### src/rtl/fb_scanout_pkg.sv
// -----------------------------------------------------------------------------
// fb_scanout_pkg
// Shared constants and types for the framebuffer scan-out path and the
// renderer: 640x480@60 VGA timing, 10-bit counter type, 18-bit framebuffer
// address width, and RGB444 pixel field positions inside a framebuffer word.
// No ports (package).
// -----------------------------------------------------------------------------
package fb_scanout_pkg;

  localparam int unsigned CNT_W  = 10;
  localparam int unsigned ADDR_W = 18;

  typedef logic [CNT_W-1:0] cnt_t;
  typedef logic [11:0]      rgb444_t;

  // Horizontal timing (pixel ticks)
  localparam cnt_t H_ACTIVE     = 10'd640;
  localparam cnt_t H_FP         = 10'd16;
  localparam cnt_t H_SYNC       = 10'd96;
  localparam cnt_t H_BP         = 10'd48;
  localparam cnt_t H_TOTAL      = H_ACTIVE + H_FP + H_SYNC + H_BP;   // 800
  localparam cnt_t H_SYNC_START = H_ACTIVE + H_FP;                   // 656
  localparam cnt_t H_SYNC_END   = H_SYNC_START + H_SYNC;             // 752

  // Vertical timing (lines)
  localparam cnt_t V_ACTIVE     = 10'd480;
  localparam cnt_t V_FP         = 10'd10;
  localparam cnt_t V_SYNC       = 10'd2;
  localparam cnt_t V_BP         = 10'd33;
  localparam cnt_t V_TOTAL      = V_ACTIVE + V_FP + V_SYNC + V_BP;   // 525
  localparam cnt_t V_SYNC_START = V_ACTIVE + V_FP;                   // 490
  localparam cnt_t V_SYNC_END   = V_SYNC_START + V_SYNC;             // 492

  // Pixel word fields: R=[11:8], G=[7:4], B=[3:0]; upper bits are ignored
  localparam int unsigned PIX_R_MSB = 11;
  localparam int unsigned PIX_R_LSB = 8;
  localparam int unsigned PIX_G_MSB = 7;
  localparam int unsigned PIX_G_LSB = 4;
  localparam int unsigned PIX_B_MSB = 3;
  localparam int unsigned PIX_B_LSB = 0;
  localparam int unsigned PIX_RGB_W = 12;

endpackage

### src/rtl/fb_scanout_if.sv
// -----------------------------------------------------------------------------
// fb_scanout_if
// Synchronous framebuffer read port.
//   fb_re    : read enable (from scan-out)
//   fb_addr  : linear word address y*W + x (from scan-out)
//   fb_rdata : read data, valid 1 clk after fb_re, held until next fb_re
// Modports: master = scan-out side, slave = memory side.
// -----------------------------------------------------------------------------
interface fb_scanout_if #(
  parameter int unsigned PIX_BITS = 16
);
  import fb_scanout_pkg::*;

  logic                fb_re;
  logic [ADDR_W-1:0]   fb_addr;
  logic [PIX_BITS-1:0] fb_rdata;

  modport master (output fb_re, output fb_addr, input  fb_rdata);
  modport slave  (input  fb_re, input  fb_addr, output fb_rdata);

endinterface

### src/rtl/fb_scanout_line_buffer.sv
// -----------------------------------------------------------------------------
// fb_line_buffer
// One-write/one-read line store with synchronous read; the read data register
// holds its value while re_i is low. Used by fb_scanout only when
// FB_SCANOUT_LINEBUF_EN is defined.
//   clk, rst          : clock, asynchronous active-high reset (read register)
//   we_i/waddr_i/wdata_i : write port
//   re_i/raddr_i      : read request, data on rdata_o one clk later
//   rdata_o           : registered read data
// -----------------------------------------------------------------------------
module fb_line_buffer #(
  parameter int unsigned DEPTH = 320,
  parameter int unsigned WIDTH = 16
) (
  input  logic                     clk,
  input  logic                     rst,
  input  logic                     we_i,
  input  logic [$clog2(DEPTH)-1:0] waddr_i,
  input  logic [WIDTH-1:0]         wdata_i,
  input  logic                     re_i,
  input  logic [$clog2(DEPTH)-1:0] raddr_i,
  output logic [WIDTH-1:0]         rdata_o
);

  logic [WIDTH-1:0] mem_q [DEPTH];
  logic [WIDTH-1:0] rdata_q;

  always_ff @(posedge clk) begin
    if (we_i) mem_q[waddr_i] <= wdata_i;
  end

  always_ff @(posedge clk or posedge rst) begin
    if (rst)       rdata_q <= '0;
    else if (re_i) rdata_q <= mem_q[raddr_i];
  end

  assign rdata_o = rdata_q;

endmodule

### src/rtl/fb_scanout.sv
// -----------------------------------------------------------------------------
// fb_scanout
// Read side of the 320x240 RGB444 framebuffer. Generates 640x480@60 VGA timing,
// fetches each framebuffer pixel and upscales it 2x2 onto the DAC pins.
// Outputs lag the h/v counters by exactly two pix_ce ticks.
// Ports:
//   clk, rst        : system clock, asynchronous active-high reset
//   pix_ce_i        : pixel-clock enable; all state advances only when high
//   fb (master)     : framebuffer read port (fb_re, fb_addr, fb_rdata)
//   vga_hs_o/vs_o   : sync outputs, active level SYNC_POL
//   vga_r/g/b_o     : colour, zero outside the active area
//   vblank_o        : v_cnt >= 480 (counter-aligned)
//   frame_start_o   : one-clk pulse when the counters enter line 480
// Build option: FB_SCANOUT_LINEBUF_EN -- fetch each fb line once on even
// display lines and replay odd lines from a local line buffer.
// -----------------------------------------------------------------------------
module fb_scanout
  import fb_scanout_pkg::*;
#(
  parameter int unsigned W        = 320,
  parameter int unsigned H        = 240,
  parameter int unsigned PIX_BITS = 16,
  parameter bit          SYNC_POL = 1'b0
) (
  input  logic         clk,
  input  logic         rst,
  input  logic         pix_ce_i,
  fb_scanout_if.master fb,
  output logic         vga_hs_o,
  output logic         vga_vs_o,
  output logic [3:0]   vga_r_o,
  output logic [3:0]   vga_g_o,
  output logic [3:0]   vga_b_o,
  output logic         vblank_o,
  output logic         frame_start_o
);

  if (W * H > (1 << ADDR_W)) begin : g_geometry_check
    $error("fb_scanout: W*H exceeds the framebuffer address space");
  end

  // ---------------------------------------------------------------- stage 0
  cnt_t              h_cnt_q, v_cnt_q;
  logic              active_s0, hs_s0, vs_s0, fetch_s0;
  logic [ADDR_W-1:0] addr_s0;

  assign active_s0 = (h_cnt_q < H_ACTIVE) && (v_cnt_q < V_ACTIVE);
  assign hs_s0     = (h_cnt_q >= H_SYNC_START) && (h_cnt_q < H_SYNC_END);
  assign vs_s0     = (v_cnt_q >= V_SYNC_START) && (v_cnt_q < V_SYNC_END);
  // 2x2 upscale: drop the LSB of both screen coordinates
  assign addr_s0   = ADDR_W'(v_cnt_q[CNT_W-1:1]) * ADDR_W'(W)
                   + ADDR_W'(h_cnt_q[CNT_W-1:1]);

  // ---------------------------------------------------------- stage 1 / 2
  logic                active_q, hs_q, vs_q;
  rgb444_t             rgb_q;
  logic                vga_hs_q, vga_vs_q, frame_start_q;
  logic [PIX_BITS-1:0] pix_word;

`ifdef FB_SCANOUT_LINEBUF_EN
  localparam int unsigned LB_AW = $clog2(W);

  logic                lb_re, lb_we_q, from_lb_q;
  logic [LB_AW-1:0]    lb_idx, lb_widx_q;
  logic [PIX_BITS-1:0] lb_rdata;

  assign lb_idx   = LB_AW'(h_cnt_q[CNT_W-1:1]);
  // One access per fb pixel: even display lines read the framebuffer,
  // odd display lines read back the copy captured on the line above.
  assign fetch_s0 = pix_ce_i && active_s0 && !v_cnt_q[0] && !h_cnt_q[0];
  assign lb_re    = pix_ce_i && active_s0 &&  v_cnt_q[0] && !h_cnt_q[0];

  // fb_rdata is valid one clk after fb_re, so the write is delayed one clk.
  always_ff @(posedge clk or posedge rst) begin
    if (rst) begin
      lb_we_q   <= 1'b0;
      lb_widx_q <= '0;
    end else begin
      lb_we_q   <= fetch_s0;
      lb_widx_q <= lb_idx;
    end
  end

  fb_line_buffer #(
    .DEPTH (W),
    .WIDTH (PIX_BITS)
  ) u_line_buffer (
    .clk     (clk),
    .rst     (rst),
    .we_i    (lb_we_q),
    .waddr_i (lb_widx_q),
    .wdata_i (fb.fb_rdata),
    .re_i    (lb_re),
    .raddr_i (lb_idx),
    .rdata_o (lb_rdata)
  );

  assign pix_word = from_lb_q ? lb_rdata : fb.fb_rdata;
`else
  assign fetch_s0 = pix_ce_i && active_s0;
  assign pix_word = fb.fb_rdata;
`endif

  assign fb.fb_re   = fetch_s0 && !rst;
  assign fb.fb_addr = addr_s0;

  always_ff @(posedge clk or posedge rst) begin
    if (rst) begin
      h_cnt_q       <= '0;
      v_cnt_q       <= '0;
      active_q      <= 1'b0;
      hs_q          <= 1'b0;
      vs_q          <= 1'b0;
      rgb_q         <= '0;
      vga_hs_q      <= ~SYNC_POL;
      vga_vs_q      <= ~SYNC_POL;
      frame_start_q <= 1'b0;
`ifdef FB_SCANOUT_LINEBUF_EN
      from_lb_q     <= 1'b0;
`endif
    end else begin
      frame_start_q <= 1'b0;
      if (pix_ce_i) begin
        if (h_cnt_q == H_TOTAL - 1'b1) begin
          h_cnt_q       <= '0;
          v_cnt_q       <= (v_cnt_q == V_TOTAL - 1'b1) ? '0 : v_cnt_q + 1'b1;
          frame_start_q <= (v_cnt_q == V_ACTIVE - 1'b1);
        end else begin
          h_cnt_q <= h_cnt_q + 1'b1;
        end
        active_q <= active_s0;
        hs_q     <= hs_s0;
        vs_q     <= vs_s0;
`ifdef FB_SCANOUT_LINEBUF_EN
        from_lb_q <= v_cnt_q[0];
`endif
        rgb_q    <= active_q ? pix_word[PIX_RGB_W-1:0] : '0;
        vga_hs_q <= hs_q ? SYNC_POL : ~SYNC_POL;
        vga_vs_q <= vs_q ? SYNC_POL : ~SYNC_POL;
      end
    end
  end

  // Upper framebuffer word bits carry no colour
  logic unused_pix_hi;
  assign unused_pix_hi = ^pix_word[PIX_BITS-1:PIX_RGB_W];

  assign vga_r_o       = rgb_q[PIX_R_MSB:PIX_R_LSB];
  assign vga_g_o       = rgb_q[PIX_G_MSB:PIX_G_LSB];
  assign vga_b_o       = rgb_q[PIX_B_MSB:PIX_B_LSB];
  assign vga_hs_o      = vga_hs_q;
  assign vga_vs_o      = vga_vs_q;
  assign vblank_o      = (v_cnt_q >= V_ACTIVE);
  assign frame_start_o = frame_start_q;

endmodule

### src/flat_wrapper.sv
// flat-port wrapper written by rule: the top's interface ports become plain ports
module fb_scanout_flat import fb_scanout_pkg::*;
#(
  parameter int unsigned W        = 320,
  parameter int unsigned H        = 240,
  parameter int unsigned PIX_BITS = 16,
  parameter bit          SYNC_POL = 1'b0
)
  (clk, rst, pix_ce_i, vga_hs_o, vga_vs_o, vga_r_o, vga_g_o, vga_b_o, vblank_o, frame_start_o, fb_fb_re, fb_fb_addr, fb_fb_rdata);
  fb_scanout_if #(.PIX_BITS(PIX_BITS)) fb_i ();
  input  logic clk;
  input  logic rst;
  input  logic pix_ce_i;
  output logic vga_hs_o;
  output logic vga_vs_o;
  output logic [3:0] vga_r_o;
  output logic [3:0] vga_g_o;
  output logic [3:0] vga_b_o;
  output logic vblank_o;
  output logic frame_start_o;
  output wire logic [$bits(fb_i.fb_re)-1:0] fb_fb_re;
  output wire logic [$bits(fb_i.fb_addr)-1:0] fb_fb_addr;
  input wire logic [$bits(fb_i.fb_rdata)-1:0] fb_fb_rdata;
  assign fb_fb_re = fb_i.fb_re;
  assign fb_fb_addr = fb_i.fb_addr;
  assign fb_i.fb_rdata = fb_fb_rdata;
  fb_scanout #(.W(W), .H(H), .PIX_BITS(PIX_BITS), .SYNC_POL(SYNC_POL)) u_core (.clk(clk), .rst(rst), .pix_ce_i(pix_ce_i), .fb(fb_i), .vga_hs_o(vga_hs_o), .vga_vs_o(vga_vs_o), .vga_r_o(vga_r_o), .vga_g_o(vga_g_o), .vga_b_o(vga_b_o), .vblank_o(vblank_o), .frame_start_o(frame_start_o));
endmodule
### config.mk
export PLATFORM = sky130hd
export DESIGN_NAME = fb_scanout_flat
export DESIGN_NICKNAME = d
export VERILOG_FILES = /design/src/rtl/fb_scanout_pkg.sv /design/src/rtl/fb_scanout_if.sv /design/src/rtl/fb_scanout_line_buffer.sv /design/src/rtl/fb_scanout.sv /design/src/flat_wrapper.sv
export SDC_FILE = /design/constraint.sdc
export NUM_CORES = 1
export LEC_CHECK = 0
export ABC_AREA = 1
export CORE_ASPECT_RATIO = 0.7
export CORE_MARGIN = 2
export CORE_UTILIZATION = 56
export DETAILED_ROUTE_END_ITERATION = 8
export PLACE_DENSITY = 0.86
export SYNTH_ARGS = -nofsm -noshare
export SYNTH_HDL_FRONTEND = slang
export SYNTH_HIERARCHICAL = 1
export SYNTH_SLANG_ARGS = --single-unit
### constraint.sdc
create_clock -name clk -period 6 [get_ports clk]
set_clock_uncertainty 0.1 [all_clocks]
set_input_delay 1.8 -clock clk [delete_from_list [all_inputs] [get_ports clk]]
set_output_delay 1.8 -clock clk [all_outputs]
set_load 0.01 [all_outputs]
==> impl_metrics.yaml, run 1 <==
run_status:
  status: "finished clean"
global_route:
  grt_overflow_total: 0
  grt_pass1_vias: 1975
  track_usage_pct: 22.8
  grt_pass1_wl_mm: 9.29
  grt_max_degree: 39
  antenna_found_initial: 0
setup_path:
  crit_slowest_cell: "clkdlybuf4s50_1"
  cp_top_family: "buffers and inverters"
  start_kind: "input port"
  worst_ep_arrival_time_ns: 3.26
  crit_required_ns: 4.10
  crit_buf_inv: 2
  endpoint_kind: "output port"
  critPathKind: "in2out"
  crit_top_cell: "clkdlybuf4s50_1"
  path_cells: "clkdlybuf4s50_1, nand2_1, a21oi_1, nand3_1, nor2_1, clkdlybuf4s50_1"
  cp_max_fo: 2
  critPathMaxStageDelay_ns: 0.54
finish:
  drive_gt1_share_pct: 5.61
  final_nets: 434
  area_growth_pct: 21.8
  fillCellCount: 343
  diodes: 0
sta:
  period_share_pct: 85.9
  max_clock_freq_mhz: 194
  worstMarginPinSlew_ns: 0.464
  rsz0062_at_grt: "false"
  hold_viol: 0
  period_minus_slack_ns: 5.16
  max_slew_margin_pct: 69.0
  maxSlewViolCount: 0
  tns_ns: 0
  setup_viol: 0
pwr:
  p_per_area_nw_per_um2: 228
  ir_drop_mv: 0.203
  p_leak_uw: 0.00166
  total_power_uw: 732
die:
  die_w_microns: 86.0
  initial_utilization_pct: 59.5
  core_area_sq_um: 4430
  ios: 54
  die_height_microns: 61.4
  rows: 20
  die_area_sq_um: 5280
clock_tree:
  cts_root_buffer: "clkbuf_8"
  path_clk_slew_ns: 0.07
  cts.hold.buffers_added: 0
  cts_buffers: 5
  cts_sinks: 38
  clk_latency_ns: 0.28
  cts_resized: 0
  clock_path_buffers: 2
  postCtsSetupRepairBufs: 0
  tritoncts: "done"
  htree_levels: 2
synthesis:
  synth.net_count: 390
  syn_avg_cell_area_sq_um: 7.60
  synthCells: 347
  ys_warn_count: 6
  netlist_area_sq_um: 2640
  yosysTopAreaCell: "dfrtp_1"
  synth_top_area_share_pct: 34.2
  yosysUniqueCellTypes: 31
  synthTopCellsByArea: "dfrtp_1 34%, nand2_1 14%, ha_1 10%, nand3_1 7.4%, inv_1 6.5%"
  synth-seq-area-share_pct: 36.1
  synth_seq_cells: 38
detailed_routing:
  wl_per_cell_microns: 12.8
  vias: 2364
  routed-wl-met2_mm: 2.63
  wl_met1_mm: 2.64
  drc: 0
  wl_met3_microns: 353
  dr.first_iter.drc_count: 316
  drt.antenna.violating_nets: 0
  highest_layer: "met4"
  via_per_inst: 5.29
  wirelength_mm: 5.70
  dr.pass1.iters: 4
place:
  io_buffers: 49
  dp_hpwl_mm: 4.28
  gp_congestion: 0.866
run:
  maxCapViolCount: 0
hold_path:
  hold_path_class: "reg2reg"
==> worst reg2reg max path, delay by kind of cell (launching register included) <==
family,cells,cell delay (ns)
compound gates,1,0.04
fa+ha+maj,1,0.19
flops,1,0.40
simple gates,6,1.09
==> area by class of cell <==
cell class	count	area (sq um)	share of cell area [%]
multi-input combinational	248	1420	44.1
clock inverter	1	5.00	0.156
timing repair buffer	51	505	15.7
sequential	38	953	29.7
inverter	47	176	5.49
tap	55	68.8	2.14
clock buffer	7	86.3	2.69
==> placed cells by master, fill, tap and decap left out <==
master           instances
inv_1                   46
nand3_2                  3
a21o_1                   2
ha_1                    22
clkbuf_1                 1
o21bai_1                 1
clkinv_2                 1
fa_1                     2
nor3_1                  11
dfrtp_1                 36
a31oi_1                  1
a21oi_2                  1
nor2_4                   2
nand3_1                 39
nand2_1                 98
or2_2                    1
a21oi_1                  8
buf_4                    2
nand4_1                  9
nand3b_1                 1
nor2_2                   2
o21ai_2                  1
clkbuf_8                 6
xor2_1                  11
nor2_1                  14
o21ai_0                 14
xnor2_1                  5
clkdlybuf4s50_1         49
dfstp_2                  2
inv_2                    1
==> per-stage QoR <==
step | area [sq um] | hold slack [ns] | util, % | setup WS, ns | instances
6_report | 3210 | 0.336 | 72.5 | 0.844 | 447
5_1_grt | 3210 | 0.370 | 72.5 | 0.640 | 447
4_1_cts | 3210 | 0.343 | 72.5 | 0.841 | 447
3_5_place_dp | 3120 | 0.329 | 70.5 | 0.845 | 439
3_3_place_gp | 3120 | 0.313 | 70.5 | 0.857 | 439
2_1_floorplan | 2640 | 0.304 | - | 1.88 | 347
==> metal layers <==
layer | vias up | track usage, %
li1 | 1199 | -
met1 | 1084 | 33.4
met3 | 10 | 5.36
met4 | 0 | 7.26
met5 | - | 0
met2 | 71 | 33.9
==> cells in the mapped netlist <==
| library cell | n |
|---|---|
| o21bai_1 | 1 |
| clkbuf_2 | 1 |
| o21ai_2 | 1 |
| xor2_1 | 11 |
| nand4_1 | 9 |
| buf_4 | 7 |
| o21ai_0 | 14 |
| nand3_2 | 3 |
| nand2_1 | 98 |
| inv_2 | 1 |
| nand3b_1 | 1 |
| a21o_1 | 2 |
| nor2_2 | 2 |
| dfstp_2 | 2 |
| xnor2_1 | 5 |
| nor3_1 | 11 |
| a21oi_1 | 8 |
| a31oi_1 | 1 |
| buf_1 | 2 |
| nor2_1 | 14 |
| dfrtp_1 | 36 |
| nor2_4 | 2 |
| clkbuf_1 | 1 |
| inv_1 | 46 |
| buf_6 | 1 |
| buf_2 | 2 |
| or2_2 | 1 |
| fa_1 | 2 |
| ha_1 | 22 |
| a21oi_2 | 1 |
| nand3_1 | 39 |
==> path summary, 6_finish.rpt <==
| path | start | endpoint | slack (ns) | depth (start not counted) |
|---|---|---|---|---|
| worst max register to register | u_core/h_cnt_q[1] | u_core/v_cnt_q[4] | 4.07 | 8 |
| min in group asynchronous | rst | u_core/rgb_q[10] | 1.86 | 3 |
| worst min-delay path | u_core/vs_q | u_core/vga_vs_o | 0.34 | 1 |
| worst min register to register | u_core/vs_q | u_core/vga_vs_o | 0.34 | 1 |
| max in group asynchronous | rst | u_core/vga_vs_o | 3.60 | 3 |
| worst max-delay path | pix_ce_i | fb_fb_re | 0.84 | 6 |
==> registers in the layout (all words and copies together) (netlist names) <==
signal	flops
u_core/active_q	1
u_core/frame_start_o	1
u_core/h_cnt_q	10
u_core/hs_q	1
u_core/rgb_q	12
u_core/v_cnt_q	10
u_core/vga_hs_o	1
u_core/vga_vs_o	1
u_core/vs_q	1
==> where the power goes <==
part / switching (uW) / leakage, uW / internal (uW)
logic: 118 / 0.00115 / 116
clock network: 84.3 / 0.0000482 / 92.7
registers: 35.0 / 0.000464 / 286
==> logic make-up after synthesis <==
kind of cell / Yosys count / share of synthesized area, %
simple gates: 180 / 30.6
buf+inv: 61 / 10.1
flops: 38 / 36.1
compound gates: 28 / 5.93
fa+ha+maj: 24 / 12.0
xor+xnor: 16 / 5.31
Note: power is estimated with default switching activity, not from simulation.
==> inputs of run 2 (changes only) <==
CAP_MARGIN = 20   (was not set)
==> results of run 2 <==
Same layout as run 1: the final DEF is identical, and so are final timing and power.
==> inputs of run 3 (changes only) <==
CORE_MARGIN = 4   (was 2)
==> run 3 against run 2 <==
Global-route usage is 1.2 points lower. Combinational power about the same. Maximum frequency is 1.4% lower. Register-to-register slack worse by 0.05 ns. Final cell count unchanged. Utilization decreased by 0.60 points. First-iteration DRC count rose by 11%. Clock-buffer cell count decreased by 1. Non-clock buffer count did not move. Via count up 0.21%. Final area fell by 0.27%. Sequential cell count unchanged. Critical path type is now reg2out. Critical endpoint is now fb_fb_addr[15].
==> impl_metrics.yaml, run 3 (synthesis results as in run 1) <==
place:
  gp_congestion: 0.880
  dp_hpwl_mm: 4.68
  io_buffers: 49
  dp.cells: 439
  dp_slack_ns: 0.835
sta:
  tns_ns: 0
  maxSlewViolCount: 0
  setup_viol: 0
  worstMarginPinSlew_ns: 0.488
  hold_viol: 0
  max_clock_freq_mhz: 191
  max_slew_margin_pct: 67.4
  worst_slack_ns: 0.769
  timing.hold.ws_ns: 0.333
  rsz0062_at_grt: "false"
  period_share_pct: 87.2
  period_minus_slack_ns: 5.23
setup_path:
  cp_max_fo: 7
  crit_slowest_cell: "fa_1"
  crit_top_cell: "nand2_1"
  endpoint_kind: "output port"
  start_kind: "flip-flop"
  crit_buf_inv: 2
  cp_top_family: "adder cells"
  worst_ep_arrival_time_ns: 3.33
  critPathMaxStageDelay_ns: 0.56
  critPathKind: "reg2out"
  crit_required_ns: 4.10
  path_cells: "ha_1, ha_1, fa_1, nand2_1, inv_1, nand3_1, o21ai_2, nand3_1, nor2_1, nand2_1, nand2_1, clkdlybuf4s50_1"
  r2r_setup_slack_ns: 4.02
detailed_routing:
  drt.antenna.violating_nets: 0
  wl_met1_mm: 2.83
  wl_met3_microns: 278
  highest_layer: "met4"
  routed-wl-met2_mm: 2.80
  dr.pass1.iters: 5
  drc: 0
  wl_per_cell_microns: 13.3
  dr.first_iter.drc_count: 351
  vias: 2369
  via_per_inst: 5.30
  wirelength_mm: 5.94
die:
  initial_utilization_pct: 59.2
  die_height_microns: 65.4
  die_w_microns: 90.0
  ios: 54
  die_area_sq_um: 5890
  core_area_sq_um: 4450
  rows: 20
global_route:
  grt_pass1_wl_mm: 10.4
  grt_max_degree: 39
  grt_overflow_total: 0
  track_usage_pct: 21.6
  grt_pass1_vias: 2299
  antenna_found_initial: 0
finish:
  final_nets: 434
  diodes: 0
  final_cell_mix: "98 x nand2_1, 49 x clkdlybuf4s50_1, 46 x inv_1, 39 x nand3_1, 36 x dfrtp_1"
  fillCellCount: 370
  largest_reg_flops: 12
  area_growth_pct: 21.5
  top_register: "u_core/rgb_q"
  ff_latch_area_sq_um: 953
  drive_gt1_share_pct: 5.61
  final_common_cell: "nand2_1"
  final-instance-count-excl-fill: 447
  top_regs: "u_core/rgb_q (12), u_core/h_cnt_q (10), u_core/v_cnt_q (10)"
  multi_input_area_sq_um: 1420
pwr:
  p_per_area_nw_per_um2: 226
  ir_drop_mv: 0.158
  p_leak_uw: 0.00166
  total_power_uw: 725
  p_clk_share_pct: 23.0
  seqPwrFrac_pct: 44.5
  p_sw_uw: 241
  power_frac_comb_pct: 32.6
  p_int_uw: 484
  netSwitchingFraction_pct: 33.3
clock_tree:
  cts_resized: 0
  cts_sinks: 38
  cts_buffers: 5
  postCtsSetupRepairBufs: 0
  path_clk_slew_ns: 0.07
  clock_path_buffers: 2
  tritoncts: "done"
  htree_levels: 2
  cts.hold.buffers_added: 0
  cts_root_buffer: "clkbuf_8"
  clk_latency_ns: 0.28
run:
  maxCapViolCount: 0
run_status:
  status: "finished clean"
hold_path:
  hold_path_class: "reg2reg"
==> run 3: cell count changes in the layout (fill, tap and decap cells not counted) <==
cell	delta
clkbuf_8	-1
clkinv_2	+1
==> run 3: worst paths after layout <==
check,startpoint,to,cells after the start
setup / recovery,u_core/v_cnt_q[2],fb_fb_addr[15],12
hold / removal,u_core/hs_q,u_core/vga_hs_o,1
setup reg to reg,u_core/h_cnt_q[1],u_core/v_cnt_q[4],8
hold reg to reg,u_core/hs_q,u_core/vga_hs_o,1
max in group asynchronous,rst,u_core/vga_vs_o,3
min in group asynchronous,rst,u_core/rgb_q[10],3
==> run 3: per-layer routing <==
layer,global-route usage [%],vias to the layer above
met1,29.6,1096
li1,-,1198
met4,4.58,0
met5,0,-
met3,4.12,6
met2,36.1,69
==> run 3: area by class of cell <==
type / instances / share of cell area, %
Clock inverter: 2 / 0.312
Inverter: 47 / 5.51
Clock buffer: 6 / 2.26
Sequential cell: 38 / 29.8
Tap cell: 55 / 2.15
Timing Repair Buffer: 51 / 15.8
Multi-Input combinational cell: 248 / 44.2
==> run 3: stage by stage <==
step / cell area [sq um] / util (%)
2_1_floorplan: 2640 / -
3_3_place_gp: 3120 / 70.1
3_5_place_dp: 3120 / 70.1
6_report: 3200 / 71.9
4_1_cts: 3200 / 71.9
5_1_grt: 3200 / 71.9
==> run 3: power by group through the flow <==
stage | logic, uW | registers, uW | clock network, uW
2_1_floorplan | 153 | 320 | 0
3_3_place_gp | 227 | 324 | 0
3_5_place_dp | 236 | 327 | 0
4_1_cts | 238 | 322 | 171
5_1_grt | 262 | 328 | 182
6_report | 236 | 322 | 167
